$ cat src/rtl/hls_deadlock_watchdog.sv
// Deadlock monitor for one HLS dataflow instance: flags a persistent
// all-stopped condition with at least one AXIS-blocked process.
module hls_deadlock_watchdog #(
   parameter int NUM_PROC  = 2,
   parameter int THRESHOLD = 16,
   parameter int CNT_W     = 8
) (
   input  logic                clock,
   input  logic                reset,
   input  logic                enable,
   input  logic                clear,
   input  logic [NUM_PROC-1:0] axis_block_sigs,
   input  logic [NUM_PROC-1:0] inst_idle_sigs,
   input  logic [NUM_PROC-1:0] inst_block_sigs,
   output logic                block,
   output logic                block_sticky,
   output logic [NUM_PROC-1:0] block_proc_vec,
   output logic [CNT_W-1:0]    stall_count
);

   localparam logic [1:0] S_IDLE = 2'd0;
   localparam logic [1:0] S_ARM  = 2'd1;
   localparam logic [1:0] S_BLK  = 2'd2;

   localparam logic [CNT_W-1:0] THR_M1  = CNT_W'(THRESHOLD - 1);
   localparam logic [CNT_W-1:0] CNT_MAX = '1;

   logic [1:0]          state_q, state_d;
   logic [CNT_W-1:0]    persist_q, persist_d;
   logic                sticky_q, sticky_d;
   logic [NUM_PROC-1:0] snap_q, snap_d;
   logic [CNT_W-1:0]    stall_q, stall_d;

   logic [NUM_PROC-1:0] stop;
   logic                cand;
   logic                live;

   assign stop = inst_idle_sigs | inst_block_sigs | axis_block_sigs;
   assign cand = (|axis_block_sigs) & (&stop);
   assign live = enable & cand;

   always_comb begin
      state_d   = state_q;
      persist_d = persist_q;
      sticky_d  = sticky_q;
      snap_d    = snap_q;
      stall_d   = stall_q;

      case (state_q)
         S_IDLE: begin
            if (live) begin
               if (THRESHOLD == 1) begin
                  state_d = S_BLK;
               end else begin
                  state_d   = S_ARM;
                  persist_d = CNT_W'(1);
               end
            end
         end
         S_ARM: begin
            if (!live) begin
               state_d   = S_IDLE;
               persist_d = '0;
            end else if (persist_q == THR_M1) begin
               state_d = S_BLK;
            end else begin
               persist_d = persist_q + CNT_W'(1);
            end
         end
         S_BLK: begin
            if (!live) begin
               state_d   = S_IDLE;
               persist_d = '0;
            end
         end
         default: begin
            state_d   = S_IDLE;
            persist_d = '0;
         end
      endcase

      // Fresh entry restarts the snapshot; staying in BLOCKED accumulates.
      if (state_d == S_BLK && state_q != S_BLK) begin
         sticky_d = 1'b1;
         snap_d   = axis_block_sigs;
         stall_d  = CNT_W'(1);
      end else if (state_d == S_BLK && stall_q != CNT_MAX) begin
         stall_d = stall_q + CNT_W'(1);
      end

      // Clear wins over a same-cycle entry so detection starts over.
      if (clear) begin
         state_d   = S_IDLE;
         persist_d = '0;
         sticky_d  = 1'b0;
         snap_d    = '0;
         stall_d   = '0;
      end
   end

   always_ff @(posedge clock or posedge reset) begin
      if (reset) begin
         state_q   <= S_IDLE;
         persist_q <= '0;
         sticky_q  <= 1'b0;
         snap_q    <= '0;
         stall_q   <= '0;
      end else begin
         state_q   <= state_d;
         persist_q <= persist_d;
         sticky_q  <= sticky_d;
         snap_q    <= snap_d;
         stall_q   <= stall_d;
      end
   end

   assign block          = (state_q == S_BLK);
   assign block_sticky   = sticky_q;
   assign block_proc_vec = snap_q;
   assign stall_count    = stall_q;

endmodule
$ cat config.mk
export PLATFORM = sky130hd
export DESIGN_NAME = hls_deadlock_watchdog
export DESIGN_NICKNAME = d
export VERILOG_FILES = /design/src/rtl/hls_deadlock_watchdog.sv
export SDC_FILE = /design/constraint.sdc
export NUM_CORES = 1
export LEC_CHECK = 0
export CAP_MARGIN = 20
export CORE_MARGIN = 2
export CORE_UTILIZATION = 54
export DETAILED_ROUTE_END_ITERATION = 7
export DONT_BUFFER_PORTS = 1
export PLACE_DENSITY = 0.66
export SLEW_MARGIN = 20
export SYNTH_ARGS = -nofsm -noshare
export SYNTH_HDL_FRONTEND = slang
export SYNTH_SLANG_ARGS = --single-unit
$ cat constraint.sdc
create_clock -name clock -period 5.85 [get_ports clock]
set_clock_uncertainty 0.2 [all_clocks]
set_input_delay 1.17 -clock clock [delete_from_list [all_inputs] [get_ports clock]]
set_output_delay 1.17 -clock clock [all_outputs]
set_load 0.05 [all_outputs]
==> flow_metrics.tcl <==
set metrics [dict create \
    setup_slack_ps 2806 \
    clock_path_buffers 2 \
    synth_ff_type "dfrtp_1" \
    routed_wirelength_mm 2.295 \
    synth_top_family_by_area "simple AND/OR/NAND/NOR gates" \
    final_nets 132 \
    synth_most_common_cell "dfrtp_1" \
    rsz0062_at_grt "false" \
    hold_ws_ps 325.6 \
    htreeDepth 1 \
    path_buf_inv 0 \
    die_area_um2 2603 \
    period_share_pct 52.04 \
    cts_tree "built" \
    dr_wl_met2_mm 1.062 \
    area_growth_pct 3.564 \
    coreArea_um2 2148 \
    diodes 0 \
    cts.sinks 21 \
    grt_pass1_wl_mm 3.967 \
    slew-limit-headroom_pct 26.15 \
    async_flop_share_pct 100.0 \
    first_pass_iters 4 \
    maxSlewViolCount 0 \
    p_total_uw 233.4 \
    worstSetupPathType "reg -> out" \
    worst_ep_required_time_ps 4480 \
    cts_buffers 3 \
    syn_inst 119 \
    synth_compound_area_share_pct 15.20 \
    crit_fanout 7 \
    yosysSeqAreaShare_pct 44.03 \
    ir_drop_mv 0.1238 \
    final_area_um2 1236 \
    grt_pass1_vias 853 \
    r2r-start "state_q[1]" \
    dpl_cell_area_um2 1209 \
    synthAdderAreaFrac_pct 2.096 \
    initial_utilization_pct 55.56 \
    dp_slack_ps 2792 \
    layout_min_cycle_time_ps 3044 \
    synth_nets 131 \
    finalSetupViolations 0 \
    grt_usage_pct 20.61 \
    drt-vias-per-instance 6.088 \
    max_freq_ghz 0.3285 \
    cp-startpoint "state_q[1]" \
    clock_latency_ps 310 \
    hold_path_class "reg -> reg" \
    antenna_found_initial 0 \
    slowest_delay_ps 900 \
    final_cells 147 \
    grt-ovfl-total 0 \
    post_cts_resized 0 \
    cp_cell_sequence "nor2b_1" \
    postRouteAntennaNets 0 \
    synth_top_area_share_pct 44.03 \
    synth_warnings 0 \
    wire_per_inst_um 15.61 \
    dr_total_vias 895 \
    met1_length_mm 1.083 \
    synth_xor_area_share_pct 5.136 \
    die_y_um 51.02 \
    numPortBuffers 0 \
    ioPinCount 22 \
    tightest_slew_ps 1105 \
    drc 0 \
    min-delay-start "persist_q[2]" \
    dp_hpwl_mm 1.697 \
    cpMaxStageDelayCell "nor2b_1" \
    ctsHoldBuffers 0 \
    dr.max_layer_used "met4" \
    synth_edf_count 0 \
    synth_cell_type_count 41 \
    grt_max_degree 22 \
    drt_first_iter_violations 12 \
    root_buffer "clkbuf_4" \
    place_inst 143 \
    postCtsSetupBuffers 0 \
    wl_met3_um 115 \
    yosys-top-cells-count "dfrtp_1 (21), nor2_1 (11)" \
    synth_mux_area_share_pct 4.193 \
    outcome "finished clean" \
    setup_tns_ps 0 \
    die_w_um 51.02 \
    finalWeightedCongestion 0.7537 \
    fill_cells 203 \
    syn_area_per_cell_um2 10.03 \
    p_per_area_nw_per_um2 188.8 \
    ys_ff_latch 21 \
    synth-simple-area-share_pct 25.79 \
    cp-start-kind "flop" \
    p_leak_nw 0.5262 \
    row_count 17 \
    worstPathArrival_ps 1670 \
    cap_violations 0 \
    hold_viol_final 0 \
    cp-end-kind "primary output" \
    synth_area_um2 1194 \
    synth_top_cell_by_area "dfrtp_1" \
    drive_gt1_share_pct 10.92 \
    yosys-top-cells-area "dfrtp_1 (44%), xnor2_1 (4.4%), mux2i_1 (4.2%), nor2_1 (3.5%), and3_1 (3.1%)" \
    crit_family "simple AND/OR/NAND/NOR gates" \
    path_clk_slew_ps 120 \
    utilization_pct 57.54 \
]
-- cells in the final DEF (no fill, tap or decap), drive strengths merged, types with 4 or more instances in the layout --
master,count
a21oi,6
a31oi,5
and3,6
dfrtp,21
inv,6
mux2i,5
nand2,4
nand3,4
nor2,11
nor3,4
nor4,5
xnor2,6
-- metal layers --
layer | GRT usage (%) | vias up
met5 | 0 | -
met4 | 9.459 | 0
met3 | 5.263 | 4
met2 | 31.60 | 24
met1 | 27.27 | 431
li1 | - | 436
-- layout make-up --
class                   instances  area (um^2)  area share (%)
multi-input cells              88        625.6           50.61
flip-flops and latches         21        525.5           42.51
well taps                      28        35.03           2.834
clock buffers                   3        22.52           1.822
inverters                       6        22.52           1.822
clock inverters                 1        5.005          0.4049
-- kinds of logic (layout without fill, tap and decap cells) --
logic type | Yosys count | in the layout
fa+ha+maj | 2 | 2
mux | 5 | 5
compound gates | 24 | 24
xor+xnor | 7 | 7
simple gates | 50 | 50
flops | 21 | 21
buf+inv | 10 | 10
-- path summary, 6_finish.rpt --
check                      depth (start not counted)              to  slack (ps)
max                                                1           block        2810
min                                                1    persist_q[2]         330
min in group asynchronous                          1  stall_count[7]         680
max reg2reg                                        5  stall_count[6]        3310
max in group asynchronous                          1    persist_q[2]        4270
min reg2reg                                        1    persist_q[2]         330
-- state kept, by name (all words and copies together), names as in the netlist --
signal	flops
block_sticky	1
block_proc_vec	2
stall_count	8
state_q	2
persist_q	8
-- power breakdown --
part	leakage, nW	internal, mW	switching (mW)
Sequential	0.292	0.146	0.00153
Clock	0.0177	0.0255	0.0450
Combinational	0.217	0.00490	0.0102
No activity file was read; power rests on OpenSTA's default activity.
